`src/rtl/audio_pkg.sv`:
```
`default_nettype none
// ============================================================================
// Module      : audio_pkg
// Description : Shared types and the saturating gain helper for the audio
//               sample path. sample_t/stereo_t describe the default 24-bit
//               configuration; sat_gain is width-generic and is called with
//               the instantiating module's parameters.
// Revision    : 1.0 - initial release
// ============================================================================
package audio_pkg;

    localparam int C_DATA_W = 24;

    typedef logic signed [C_DATA_W-1:0] sample_t;

    typedef struct packed {
        sample_t left;
        sample_t right;
    } stereo_t;

    // Scale a sign-extended sample by an unsigned volume code, where code
    // 2^(vol_w-1) is unity, then clamp to the signed range of data_w bits.
    // Carried at 64 bits so the product can never wrap; the caller keeps
    // the low data_w bits, which hold the clamped value exactly.
    function automatic logic signed [63:0] sat_gain(
        input logic signed [63:0] sample,
        input logic [15:0]        volume,
        input int                 data_w,
        input int                 vol_w
    );
        logic signed [63:0] prod;
        logic signed [63:0] scaled;
        logic signed [63:0] max_v;
        logic signed [63:0] min_v;
        prod   = sample * $signed({48'd0, volume});
        scaled = prod >>> (vol_w - 1);
        max_v  = (64'sd1 <<< (data_w - 1)) - 64'sd1;
        min_v  = -(64'sd1 <<< (data_w - 1));
        if (scaled > max_v) begin
            return max_v;
        end else if (scaled < min_v) begin
            return min_v;
        end
        return scaled;
    endfunction

endpackage
`default_nettype wire

```
`src/rtl/stereo_fifo.sv`:
```
`default_nettype none
// ============================================================================
// Module      : stereo_fifo
// Description : Circular-buffer FIFO, DEPTH entries of WIDTH bits, with a
//               first-word-fall-through read port (dout shows the head entry
//               combinationally) and an occupancy count.
// Ports       : clk, rst (sync, active-high), push/din write side,
//               pop/dout read side, full, empty, level (0..DEPTH).
// Revision    : 1.0 - initial release
// ============================================================================
module stereo_fifo
    import audio_pkg::*;
#(
    parameter int DEPTH = 8,
    parameter int WIDTH = 48
) (
    input  logic                     clk,
    input  logic                     rst,
    input  logic                     push,
    input  logic                     pop,
    input  logic [WIDTH-1:0]         din,
    output logic [WIDTH-1:0]         dout,
    output logic                     full,
    output logic                     empty,
    output logic [$clog2(DEPTH):0]   level
);

    localparam int c_addr_w = $clog2(DEPTH);
    localparam int c_lvl_w  = c_addr_w + 1;

    logic [WIDTH-1:0]    r_mem [DEPTH];
    logic [c_addr_w-1:0] r_wr_ptr;
    logic [c_addr_w-1:0] r_rd_ptr;
    logic [c_lvl_w-1:0]  r_level;

    // Storage carries no reset; validity is tracked by the pointers/level.
    always_ff @(posedge clk) begin
        if (push) begin
            r_mem[r_wr_ptr] <= din;
        end
    end

    // DEPTH is a power of two, so the pointers wrap by natural overflow.
    always_ff @(posedge clk) begin
        if (rst) begin
            r_wr_ptr <= '0;
            r_rd_ptr <= '0;
            r_level  <= '0;
        end else begin
            if (push) begin
                r_wr_ptr <= r_wr_ptr + c_addr_w'(1);
            end
            if (pop) begin
                r_rd_ptr <= r_rd_ptr + c_addr_w'(1);
            end
            case ({push, pop})
                2'b10:   r_level <= r_level + c_lvl_w'(1);
                2'b01:   r_level <= r_level - c_lvl_w'(1);
                default: r_level <= r_level;
            endcase
        end
    end

    assign dout  = r_mem[r_rd_ptr];
    assign full  = (r_level == c_lvl_w'(DEPTH));
    assign empty = (r_level == '0);
    assign level = r_level;

endmodule
`default_nettype wire

```
`src/rtl/audio_gain_stream.sv`:
```
`default_nettype none
// ============================================================================
// Module      : audio_gain_stream
// Description : Codec ADC-to-DAC sample path. Pops stereo pairs from the
//               codec read side into a FIFO, applies a saturating signed
//               volume gain (or mute) as each pair moves into the output
//               register, and pushes the result to the codec write side.
// Ports       : CLOCK_50, reset (sync, active-high)
//               read_ready, readdata_left/right, read  - ADC side
//               write_ready, writedata_left/right, write - DAC side
//               volume, mute - gain control, sampled when a pair loads
//               level - FIFO occupancy
// Revision    : 1.0 - initial release
// ============================================================================
module audio_gain_stream
    import audio_pkg::*;
#(
    parameter int DATA_W = 24,
    parameter int DEPTH  = 8,
    parameter int VOL_W  = 4
) (
    input  logic                     CLOCK_50,
    input  logic                     reset,
    input  logic                     read_ready,
    input  logic [DATA_W-1:0]        readdata_left,
    input  logic [DATA_W-1:0]        readdata_right,
    output logic                     read,
    input  logic                     write_ready,
    output logic [DATA_W-1:0]        writedata_left,
    output logic [DATA_W-1:0]        writedata_right,
    output logic                     write,
    input  logic [VOL_W-1:0]         volume,
    input  logic                     mute,
    output logic [$clog2(DEPTH):0]   level
);

    logic                  w_full;
    logic                  w_empty;
    logic                  w_read;
    logic                  w_write;
    logic                  w_load;
    logic [2*DATA_W-1:0]   w_fifo_dout;
    logic [DATA_W-1:0]     w_gain_left;
    logic [DATA_W-1:0]     w_gain_right;

    logic [DATA_W-1:0]     r_out_left;
    logic [DATA_W-1:0]     r_out_right;
    logic                  r_out_valid;

    // Both handshakes are suppressed during reset so no pair is consumed
    // from or delivered to the codec while state is being discarded.
    assign w_read  = read_ready & ~w_full & ~reset;
    assign w_write = r_out_valid & write_ready & ~reset;

    // The output register accepts a new pair when empty or when its current
    // pair leaves this cycle, which keeps one pair per cycle sustained.
    assign w_load  = ~w_empty & (~r_out_valid | w_write);

    stereo_fifo #(
        .DEPTH (DEPTH),
        .WIDTH (2 * DATA_W)
    ) u_fifo (
        .clk   (CLOCK_50),
        .rst   (reset),
        .push  (w_read),
        .pop   (w_load),
        .din   ({readdata_left, readdata_right}),
        .dout  (w_fifo_dout),
        .full  (w_full),
        .empty (w_empty),
        .level (level)
    );

    assign w_gain_left  = DATA_W'(sat_gain(64'($signed(w_fifo_dout[2*DATA_W-1:DATA_W])),
                                           16'(volume), DATA_W, VOL_W));
    assign w_gain_right = DATA_W'(sat_gain(64'($signed(w_fifo_dout[DATA_W-1:0])),
                                           16'(volume), DATA_W, VOL_W));

    always_ff @(posedge CLOCK_50) begin
        if (reset) begin
            r_out_valid <= 1'b0;
            r_out_left  <= '0;
            r_out_right <= '0;
        end else if (w_load) begin
            r_out_valid <= 1'b1;
            r_out_left  <= mute ? '0 : w_gain_left;
            r_out_right <= mute ? '0 : w_gain_right;
        end else if (w_write) begin
            r_out_valid <= 1'b0;
        end
    end

    assign read            = w_read;
    assign write           = w_write;
    assign writedata_left  = r_out_left;
    assign writedata_right = r_out_right;

endmodule
`default_nettype wire

```
`config.mk`:
```
export PLATFORM = sky130hd
export DESIGN_NAME = audio_gain_stream
export DESIGN_NICKNAME = d
export VERILOG_FILES = /design/src/rtl/audio_pkg.sv /design/src/rtl/stereo_fifo.sv /design/src/rtl/audio_gain_stream.sv
export SDC_FILE = /design/constraint.sdc
export NUM_CORES = 1
export LEC_CHECK = 0
export CAP_MARGIN = 5
export CORE_ASPECT_RATIO = 1.2
export CORE_UTILIZATION = 30
export CTS_CLUSTER_DIAMETER = 60
export DETAILED_ROUTE_END_ITERATION = 8
export PLACE_DENSITY = 0.45
export SKIP_LAST_GASP = 1
export SLEW_MARGIN = 40
export SYNTH_ARGS = -nofsm -noshare
export SYNTH_HDL_FRONTEND = slang
export SYNTH_SLANG_ARGS = --single-unit
```
`constraint.sdc`:
```
create_clock -name CLOCK_50 -period 16.5 [get_ports CLOCK_50]
set_input_delay 3.3 -clock CLOCK_50 [delete_from_list [all_inputs] [get_ports CLOCK_50]]
set_output_delay 3.3 -clock CLOCK_50 [all_outputs]
set_load 0.01 [all_outputs]
```
# Word-level counts from Yosys, hierarchy flattened
# Memories as Yosys holds them, arrays and structs flattened. A register that Yosys moved wholly into a read port is not among the register bits.
# Cells that the tools add are included.
# word_totals
register_bits,59
ramBits,384
input_bits,57
out_inout_bits,54
wordCells,52
mem_count,1
# classes
n_addsub,4
n_mul,2
magnitude_cmp,4
eq_ne,3
mux,19
n_bitwise,10
reduce_logical,3
# memory_table
memory,words,word_bits,rd,rd_clocked_by_memory_dff,wr,line,text
u_fifo.r_mem,8,48,1,1,1,stereo_fifo.sv:31,logic [WIDTH-1:0] r_mem [DEPTH];
# op_table
op,n
2-to-1 mux 24 bit,8
multiplier 24 x 5 -> 29 bit,2
> comparator 26 x 24 -> 1 bit (second input constant),2
less-than comparator 26 x 24 -> 1 bit (second input constant),2
2-to-1 mux 1 bit,8
one-hot mux 4 bit (2 select lines),1
adder 3 x 1 -> 3 bit (second input constant),2
2-to-1 mux 3 bit,2
bitwise AND 1 bit,5
adder 4 x 1 -> 4 bit (second input constant),1
== test 4 bit (second input constant),1
zero test 4 bit,1
NOT 1 bit,4
nonzero test 2 bit,2
subtractor 4 x 1 -> 4 bit (second input constant),1
== test 2 x 1 -> 1 bit (second input constant),1
== test 2 bit (second input constant),1
OR 1 bit,1

# Logic depth before layout (Yosys ltp)
# logic_depth
depth_word,6
depth_mapped,25
mapped_depth_nobuf,20

# Modules after synthesis
# From an unflattened synthesis, not the netlist that was laid out.
# unflattened
hier_cells,1730
hier_area_um2,24389.6
# by_module_without_submodules
mod,instances,cells_each,area_per_inst_um2,seq_area_each_um2
stereo_fifo,1,626,15313.4,11791.3
audio_gain_stream,1,1104,9076.2,980.9

# Least setup slack after synthesis
# OpenSTA, ideal clock, no wires.
# synth_timing
kind,input to register
start,input port volume[3]
end,register r_out_left[14] (netlist: writedata_left[14])
setup_time_ns,0.138
arrival_time_ns,7.991
required_ns,16.362
slack_ns,8.371
cell_stages,21
path_buffers,4
cell_sequence,clkbuf_1 clkbuf_1 nor2b_1 ha_1 fa_1 inv_1 fa_1 inv_1 ha_1 buf_2 a21oi_1 o21bai_1 a22o_1 o41ai_1 or4b_1 o211a_1 or4_4 mux2_4 buf_6 o21ai_1 a21oi_1
# synth_between
elab_chain_cells,6
word_cells_on_any_way,8
classes_between,mul (1); order compare (2); mux (5)
# synth_rtl
element,line,text
from (decl),audio_gain_stream.sv:32,"input logic [VOL_W-1:0] volume,"
multiplier 24 x 5 -> 29 bit (*),audio_pkg.sv:35,"prod = sample * $signed({48'd0, volume});"
less-than comparator 26 x 24 -> 1 bit,audio_pkg.sv:41,end else if (scaled < min_v) begin
2-to-1 mux 1 bit,audio_pkg.sv:41,
2-to-1 mux 1 bit,audio_pkg.sv:39,if (scaled > max_v) begin
2-to-1 mux 24 bit (*),audio_pkg.sv:44,return scaled;
2-to-1 mux 24 bit (*),audio_gain_stream.sv:86,r_out_left <= mute ? '0 : w_gain_left;
to (signal assigned),audio_gain_stream.sv:86,
to (decl),audio_gain_stream.sv:46,logic [DATA_W-1:0] r_out_left;
# Mark *: on every way between the ends. The rest lies on a longest branch, timed or not.
# A chain may end at the register's enable or synchronous reset.

# Worst setup path in the final report
# layout_timing
start,input port volume[2]
end,register r_out_right[2] (netlist: writedata_right[2])
# layout_between
elab_chain_cells,6
word_cells_on_any_way,8
classes_between,mul (1); order compare (2); mux (5)
# layout_rtl
element,line,text
multiplier 24 x 5 -> 29 bit (*),audio_pkg.sv:35,
less-than comparator 26 x 24 -> 1 bit,audio_pkg.sv:41,
2-to-1 mux 1 bit,audio_pkg.sv:41,
2-to-1 mux 1 bit,audio_pkg.sv:39,
2-to-1 mux 24 bit (*),audio_pkg.sv:44,
2-to-1 mux 24 bit (*),audio_gain_stream.sv:87,r_out_right <= mute ? '0 : w_gain_right;
to (signal assigned),audio_gain_stream.sv:87,
to (decl),audio_gain_stream.sv:47,logic [DATA_W-1:0] r_out_right;
# Marks and branches as above.

==> impl_metrics.json <==
{
  "status": "finished clean",
  "grt_max_degree": 61,
  "ys_warn_count": 0,
  "cpPeakStageDelay_ns": 0.62,
  "ir_drop_mv": 0.107,
  "io_pins": 111,
  "fp-row-count": 114,
  "final_util_pct": 35.0,
  "synth_most_common_cell": "edfxtp_1",
  "grtUsageMet1_pct": 18.6,
  "grt_first_pass_wirelength_um": 88800,
  "drt_iter0_drc": 675,
  "ys.flop_type": "edfxtp_1",
  "cp_top_family": "compound AO/OA/AOI/OAI gates",
  "fp.coreArea_sq_um": 80900,
  "routed_wl_um": 56900,
  "pwr-share-comb_pct": 59.8,
  "synthTopCellsByArea": "edfxtp_1, mux4_2, fa_1",
  "yosysUniqueCellTypes": 75,
  "clock_skew_ns": 0.0193,
  "htreeDepth": 2,
  "cp.buffers_inverters": 6,
  "min_path_cells": 2,
  "die_w_um": 263,
  "intPower_mw": 3.22,
  "clock-root-buffer": "clkbuf_16",
  "cts_buffers": 45,
  "rsz0062_at_grt": "false",
  "p_switching_mw": 2.57,
  "setup_viol": 0,
  "dp_hpwl_um": 38200,
  "place_ws_ns": 7.19,
  "timing.final.max_slew_violations": 0,
  "ant_nets": 0,
  "num-fill-cells": 7820,
  "avgSynthCellArea_sq_um": 13.3,
  "ys_seq_elements": 446,
  "synth_top_area_cell": "edfxtp_1",
  "wl_per_cell_um": 18.8,
  "required_ns": 16.96,
  "io_buffers": 110,
  "seqPwrFrac_pct": 23.1,
  "start_util_pct": 30.4,
  "overflow": 0,
  "hold_viol": 0,
  "layout_min_cycle_time_ns": 8.68,
  "ctsHoldBuffers": 0,
  "r2r_cells": 21,
  "p_clk_share_pct": 17.1,
  "final_net_count": 2221,
  "yosys-top-cells-count": "edfxtp_1, inv_1, nor2b_1",
  "crit_path_max_fanout": 48,
  "hold_slack_ns": 0.449,
  "synth_top_area_share_pct": 46.9,
  "syn_to_final_growth_pct": 15.1,
  "cp_slowest_cell": "a2111oi_1",
  "post-cts-setup-buffers": 0,
  "syn_area_sq_um": 24600,
  "dp.cells": 2949,
  "cts_max_path_buffers": 3,
  "grt-busiest-layer": "met2",
  "routabilityCongestion": 0.791,
  "crit_arrival_ns": 9.13,
  "tns_ns": 0,
  "worst_pin_slew_ns": 0.747,
  "critPathLaunchType": "input pin",
  "synth-edff-count": 384,
  "drcViolationCount": 0,
  "endpoint_kind": "flop",
  "p_per_area_nw_per_um2": 204,
  "vias_per_cell": 4.65,
  "p_leak_nw": 10.3,
  "fin_ws_ns": 7.82,
  "synth_fp_nets": 2120,
  "max_freq_mhz": 115,
  "cts_tree": "done",
  "timing.final.crit_share_pct": 52.6,
  "critPathKind": "input pin to flop",
  "slew_headroom_pct": 48.8,
  "stdcell_count": 3031,
  "grtUsageMet3_pct": 2.70,
  "cp_cell_sequence": "clkdlybuf4s50_1, buf_4, and2_1, inv_1, ha_1, fa_1, inv_1, fa_1, inv_1, ha_1, nand3_1, nor2_1, a2111oi_0, o21ai_0, o21a_1, a311o_1, a2111oi_1, mux2i_4, buf_8, o21ai_0, a21oi_1",
  "crit_cells": 21,
  "track_usage_pct": 13.8,
  "synth-seq-area-share_pct": 51.9,
  "p_sw_share_pct": 44.3,
  "cpMostUsedCell": "inv_1",
  "routed-via-count": 14108,
  "antenna_found_initial": 9,
  "postCtsResizedCells": 0,
  "clock_latency_ns": 0.59,
  "grt_pass1_vias": 14679,
  "die_y_um": 316,
  "met2_usage_pct": 22.8,
  "clk_pin_slew_ns": 0.06,
  "async_reset_ff_share_pct": 0,
  "hp-class": "flop to flop",
  "drv_cap": 0,
  "syn_inst": 1851,
  "firstDrtPassIters": 5,
  "numClockSinks": 446,
  "layout-drive-gt1-share_pct": 12.2,
  "die_area_sq_um": 83200
}
## metrics by stage
stage	instance area [sq um]	power [mW]
2_1_floorplan	24600	4.04
3_3_place_gp	26900	4.84
3_5_place_dp	26900	4.87
4_1_cts	28300	5.89
5_1_grt	28300	6.33
6_report	28300	5.79
## worst paths after layout
path	start	endpoint	slack [ns]
min reg2reg	writedata_left[9]	writedata_left[9]	0.45
max	volume[2]	writedata_right[2]	7.82
max reg2reg	flop	writedata_right[2]	9.25
min	writedata_left[9]	writedata_left[9]	0.45
## registers in the layout (all words and copies together), names as in the netlist, named ones only
signal and count:
r_out_valid 1, u_fifo.level 4, u_fifo.r_mem 384, u_fifo.r_rd_ptr 3, u_fifo.r_wr_ptr 3, writedata_left 24
writedata_right 24
## area by class of cell
cell class | count | area [sq um] | area share, %
clock buffer | 53 | 1160 | 4.08
clock inverter | 27 | 249 | 0.879
multi-input combinational | 1111 | 10700 | 37.8
antenna | 2 | 5.00 | 0.0177
inverter | 218 | 818 | 2.89
timing repair buffer | 130 | 1290 | 4.56
tap | 1044 | 1310 | 4.61
sequential | 446 | 12800 | 45.1
## layout by cell type, fill, tap and decap left out, types with 13 or more instances in the layout
cell type / count
edfxtp_1: 384
nor2b_1: 140
nand2b_1: 57
inv_1: 218
nor2_1: 56
nand3_1: 15
a21o_1: 26
fa_1: 99
clkdlybuf4s50_1: 108
xnor2_1: 36
clkbuf_16: 45
dfxtp_1: 59
xor2_1: 20
ha_1: 113
o21ai_2: 19
nand4_1: 13
nand2_1: 97
o21ai_1: 16
o21ai_0: 42
a21oi_2: 13
a21oi_1: 81
mux2i_1: 47
mux4_2: 94
## cell families after synthesis
| kind of cell | Yosys count | share of synthesized area, % |
|---|---|---|
| AOI/OAI and AO/OA | 262 | 7.12 |
| adders and majority gates | 212 | 13.8 |
| buffers and inverters | 294 | 4.83 |
| DFF | 446 | 51.9 |
| muxes | 148 | 11.0 |
| xor gates and xnor gates | 56 | 1.99 |
| and+or+nand+nor | 433 | 9.38 |
## power groups by stage
| stage | Sequential, mW | Combinational (mW) | Clock [mW] |
|---|---|---|---|
| floorplan | 1.34 | 2.70 | 0 |
| global placement | 1.36 | 3.47 | 0 |
| detailed placement | 1.37 | 3.51 | 0 |
| CTS | 1.34 | 3.53 | 1.03 |
| global route | 1.35 | 3.92 | 1.07 |
| finish | 1.34 | 3.46 | 0.990 |
## layer usage
layer	share of wire (%)	wire length, um
met1	48	27100
met2	47	26700
met3	3.5	1990
met5	0.17	99
met4	1.9	1090
## worst min-delay path, stage by stage, from the launching register on
cell and delay, ns:
dfxtp_1 0.31, nand2_1 0.05, o21ai_1 0.05
No activity file was read; power rests on OpenSTA's default activity.
